### config.mk
export PLATFORM = sky130hd
export DESIGN_NAME = regfile_wb_arbiter
export DESIGN_NICKNAME = d
export VERILOG_FILES = /design/src/rtl/regfile_pkg.sv /design/src/rtl/regfile_wb_arbiter_rr_arbiter2.sv /design/src/rtl/regfile_wb_arbiter.sv
export SDC_FILE = /design/constraint.sdc
export NUM_CORES = 1
export LEC_CHECK = 0
export ABC_CLOCK_PERIOD_IN_PS = 3150
export BUFFER_PORTS_ARGS = -buffer_cell sky130_fd_sc_hd__buf_2
export CORE_MARGIN = 3
export CORE_UTILIZATION = 35
export DETAILED_ROUTE_END_ITERATION = 8
export HOLD_SLACK_MARGIN = 0.12
export PLACE_DENSITY = 0.66
export SYNTH_ARGS = -nofsm -noshare
export SYNTH_HDL_FRONTEND = slang
export SYNTH_SLANG_ARGS = --single-unit
### constraint.sdc
create_clock -name clk_in -period 3.15 [get_ports clk_in]
set_input_delay 0.4725 -clock clk_in [delete_from_list [all_inputs] [get_ports clk_in]]
set_output_delay 0.4725 -clock clk_in [all_outputs]
set_load 0.005 [all_outputs]
### src/rtl/regfile_pkg.sv
// Shared register-file constants and the writeback request bundle.
package regfile_pkg;

    localparam int GEN_REG_COUNT  = 32;
    localparam int REG_ADDR_WIDTH = 5;
    localparam int REG_DATA_WIDTH = 64;

    typedef struct packed {
        logic [REG_ADDR_WIDTH-1:0] rd;
        logic [REG_DATA_WIDTH-1:0] data;
    } wb_req_t;

endpackage

### src/rtl/regfile_wb_arbiter_rr_arbiter2.sv
// Two-input round-robin arbiter; prio 0 favours req[0], 1 favours req[1].
module rr_arbiter2 (
    input  logic       clk_in,
    input  logic       reset,
    input  logic       stall_in,
    input  logic [1:0] req,
    output logic [1:0] gnt
);

    logic prio;
    logic prio_nxt;

    always_comb begin
        gnt      = 2'b00;
        prio_nxt = prio;
        if (!(reset || stall_in)) begin
            unique case (1'b1)
                (req == 2'b11): begin
                    gnt      = prio ? 2'b10 : 2'b01;
                    // loser gets priority next time
                    prio_nxt = ~prio;
                end
                (req == 2'b01): gnt = 2'b01;
                (req == 2'b10): gnt = 2'b10;
                default:        gnt = 2'b00;
            endcase
        end
    end

    always_ff @(posedge clk_in) begin
        if (reset) prio <= 1'b0;
        else       prio <= prio_nxt;
    end

endmodule

### src/rtl/regfile_wb_arbiter.sv
// Writeback port arbiter for the register file (ALU vs LSU).
// Optional read forwarding of the in-flight write: define WB_FWD_EN.
module regfile_wb_arbiter
    import regfile_pkg::*;
#(
    parameter int REG_DATA_WIDTH_POW = 6,
    localparam int W = 1 << REG_DATA_WIDTH_POW
) (
    input  logic                      clk_in,
    input  logic                      reset,
    input  logic                      stall_in,
    input  logic                      aluWbValid_in,
    input  logic [REG_ADDR_WIDTH-1:0] aluWbRd_in,
    input  logic [W-1:0]              aluWbData_in,
    output logic                      aluWbReady_out,
    input  logic                      lsuWbValid_in,
    input  logic [REG_ADDR_WIDTH-1:0] lsuWbRd_in,
    input  logic [W-1:0]              lsuWbData_in,
    output logic                      lsuWbReady_out,
`ifdef WB_FWD_EN
    input  logic [REG_ADDR_WIDTH-1:0] rs1_in,
    input  logic [REG_ADDR_WIDTH-1:0] rs2_in,
    input  logic [W-1:0]              rfData1_in,
    input  logic [W-1:0]              rfData2_in,
    output logic [W-1:0]              regData1_out,
    output logic [W-1:0]              regData2_out,
`endif
    output logic                      regWrite_ctrl_out,
    output logic [REG_ADDR_WIDTH-1:0] rd_out,
    output logic [W-1:0]              writeData_out
);

    logic [1:0]                req;
    logic [1:0]                gnt;
    logic [REG_ADDR_WIDTH-1:0] sel_rd;
    logic [W-1:0]              sel_data;
    logic                      we_q;
    logic [REG_ADDR_WIDTH-1:0] rd_q;
    logic [W-1:0]              data_q;

    assign req = {lsuWbValid_in, aluWbValid_in};

    rr_arbiter2 u_arb (
        .clk_in   (clk_in),
        .reset    (reset),
        .stall_in (stall_in),
        .req      (req),
        .gnt      (gnt)
    );

    assign aluWbReady_out = gnt[0];
    assign lsuWbReady_out = gnt[1];

    always_comb begin
        sel_rd   = aluWbRd_in;
        sel_data = aluWbData_in;
        if (gnt[1]) begin
            sel_rd   = lsuWbRd_in;
            sel_data = lsuWbData_in;
        end
    end

    always_ff @(posedge clk_in) begin
        if (reset) begin
            we_q   <= 1'b0;
            rd_q   <= '0;
            data_q <= '0;
        end else if (gnt != 2'b00) begin
            // x0 writes are accepted but never enabled
            we_q   <= (sel_rd != '0);
            rd_q   <= sel_rd;
            data_q <= sel_data;
        end else begin
            we_q   <= 1'b0;
        end
    end

    // reset kills a held write before the register file can commit it
    assign regWrite_ctrl_out = we_q & ~reset;
    assign rd_out            = rd_q;
    assign writeData_out     = data_q;

`ifdef WB_FWD_EN
    assign regData1_out = (regWrite_ctrl_out && rs1_in == rd_q)
                        ? data_q : rfData1_in;
    assign regData2_out = (regWrite_ctrl_out && rs2_in == rd_q)
                        ? data_q : rfData2_in;
`endif

endmodule
==> results.ini <==
[sta]
skew_ns = 0.006240
fin_tns_setup_ns = 0
hold_violations = 0
min_period_ns = 2.467
fin_ws_ns = 0.6827
worstMarginPinSlew_ns = 0.9082
rsz0062_at_grt = false
timing.fmax_ghz = 0.4053
fin_crit_sh_pct = 78.33
setup_viol = 0
slew_headroom_pct = 39.45
finalMaxSlewViolations = 0

[place]
place_ws_ns = 0.6469
gp_congestion = 0.7765
placed_cell_area_sq_um = 4601
io_buffers = 214
dp_hpwl_um = 8358

[clock_tree]
cts_root_buf = clkbuf_8
clock_sink_count = 71
worstSkewPairLatency_ns = 0.34
cts_buffers = 9
cts_setup_buffers = 0
clkTransAtPathRegs_ns = 0.07
cts_tree = yes
h-tree-depth = 3
cts_hold_buf = 0
post_cts_resized = 0
clk_path_buf_depth = 2

[synthesis]
synth_mux_area_share_pct = 0
synth_adder_area_share_pct = 0
synth_cell_types = 20
seq_area_frac_synth_pct = 39.99
syn_nets = 578
synth_area_sq_um = 3555
ys_ff_latch = 71
synth_xor_xnor_area_share_pct = 0.2464
synth_top_family_by_area = compound AO/OA/AOI/OAI gates
synth_compound_area_share_pct = 36.85
ys_warn_count = 0
synth_simple_gate_area_share_pct = 14.54
netlist_instances = 435
synth_area_per_cell_sq_um = 8.172

[die]
fp.dieW_um = 106.8
start_util_pct = 36.20
die_h_um = 106.8
die_area_sq_um = 11400
core_area_sq_um = 9819
rows = 36
io_pins = 215

[pwr]
pwr-share-comb_pct = 19.4
p_leak_nw = 1.952
power_density_nw_per_um2 = 458.1
p_int_mw = 1.586
clkPwrFrac_pct = 35.9
switching_share_pct = 28.18
vdd_drop_max_uv = 166.0
p_seq_share_pct = 44.7
switchingPower_uw = 622.2

[worst_hold_path]
hp-class = in -> reg

[global_route]
met3_usage_pct = 3.672
track_usage_pct = 21.81
gr-usage-met1_pct = 29.47
grt_use_met2_pct = 33.45
grt_overflow = 0
grt_pass1_vias = 4072
grt_pass1_wl_um = 20380
grt.busiest_layer = met2
grt_max_degree = 91
antenna_found_initial = 1

[drt]
antenna_left = 0
drt-total-wl_um = 13170
route.detailed.drc = 0
wire_per_inst_um = 17.87
vias_per_cell = 5.955
firstDrtPassIters = 5
drt_iter0_markers = 349
vias = 4389

[critical_path]
critPathTopFamily = simple AND/OR/NAND/NOR gates
worst_setup_path_end_kind = output port
path_cells = buf_2, buf_4, or3b_2, nor2_1, buf_2
required_ns = 2.68
critPathMaxFanout = 34
startpoint_type = primary input
cpMaxStageDelayCell = or3b_2
path_class = in -> out
cp.arrival_ns = 1.99
cp_num_buf_inv = 3
cpMostUsedCell = buf_2
slowest_delay_ns = 0.69

[run_status]
run_status = finished clean

[finish]
fillers = 1028
fin_area_sq_um = 4820
nets = 742
area_growth_pct = 35.59
drive_above_1_share_pct = 40.63

[flow_run]
drv_cap = 0

==> stage by stage <==
step / util, % / cells / hold slack (ns) / total power [mW]
after floorplan: - / 435 / 0.5072 / 1.232
after global placement: 46.85 / 721 / 0.5044 / 1.430
after detailed placement: 46.85 / 721 / 0.5126 / 1.434
after CTS: 49.06 / 736 / 0.3705 / 2.234
after global routing: 49.08 / 737 / 0.3997 / 2.319
final: 49.08 / 737 / 0.3988 / 2.208
==> cell type report <==
cell class / count / area, sq um / area share (%)
Timing Repair Buffer: 224 / 1159 / 24.04
Tap cell: 133 / 166.4 / 3.453
Antenna cell: 1 / 2.502 / 0.05192
Multi-Input combinational cell: 293 / 1854 / 38.47
Clock inverter: 2 / 37.54 / 0.7788
Sequential cell: 71 / 1421 / 29.49
Clock buffer: 13 / 178.9 / 3.712
==> kinds of logic after synthesis <==
group,count (synthesis)
buffers and inverters,71
flip-flops,71
AND/OR/NAND/NOR,83
AO/OA/AOI/OAI,209
XOR/XNOR,1
==> metal layers <==
layer	vias up	wire length, um
li1	2073	-
met1	2057	5245
met2	233	6419
met3	26	1147
met4	0	361
met5	-	0
==> sequential cells by signal, indices dropped and copies added, names as in the netlist <==
name / cells
writeData_out: 64
we_q: 1
rd_out: 5
u_arb.prio: 1
==> synthesized netlist by cell type, drive strengths merged <==
library cell   n  area share [%]
a21oi         70             9.9
a311oi        69              17
and2           1            0.18
buf           21             3.1
clkbuf        50             5.3
dfxtp         71              40
nand2          1            0.11
nand2b         1            0.18
nand3b         1            0.21
nand4         69              12
nor2           3            0.32
nor2b          2            0.35
o21ai         69             9.7
o311a          1            0.28
or2            1            0.18
or3b           1            0.25
or4            3            0.63
xor2           1            0.25
==> power by group through the flow <==
stage | Combinational [mW] | Sequential (mW) | Clock (mW)
5_1_grt | 0.474 | 0.993 | 0.852
3_5_place_dp | 0.428 | 1.01 | 0
3_3_place_gp | 0.425 | 1.01 | 0
6_report | 0.428 | 0.986 | 0.793
2_1_floorplan | 0.221 | 1.01 | 0
4_1_cts | 0.429 | 0.986 | 0.819
==> path summary, 6_finish.rpt <==
check	startpoint	end	slack (ns)	cells past startpoint
setup / recovery	lsuWbValid_in	lsuWbReady_out	0.68	5
hold / removal	aluWbRd_in[3]	we_q	0.40	2
hold reg to reg	writeData_out[14]	writeData_out[14]	0.52	2
setup reg to reg	u_arb.prio	writeData_out[5]	1.19	4
==> cell usage in the layout, fill, tap and decap left out, drive strengths merged, types with 2 or more instances in the layout <==
| cell | Yosys | layout |
|---|---|---|
| dfxtp | 71 | 71 |
| or4 | 3 | 3 |
| a311oi | 69 | 69 |
| clkbuf | 50 | 13 |
| buf | 21 | 224 |
| nor2 | 3 | 3 |
| nor2b | 2 | 2 |
| o21ai | 69 | 69 |
| a21oi | 70 | 70 |
| nand4 | 69 | 69 |
Note: power is estimated with default switching activity, not from simulation.
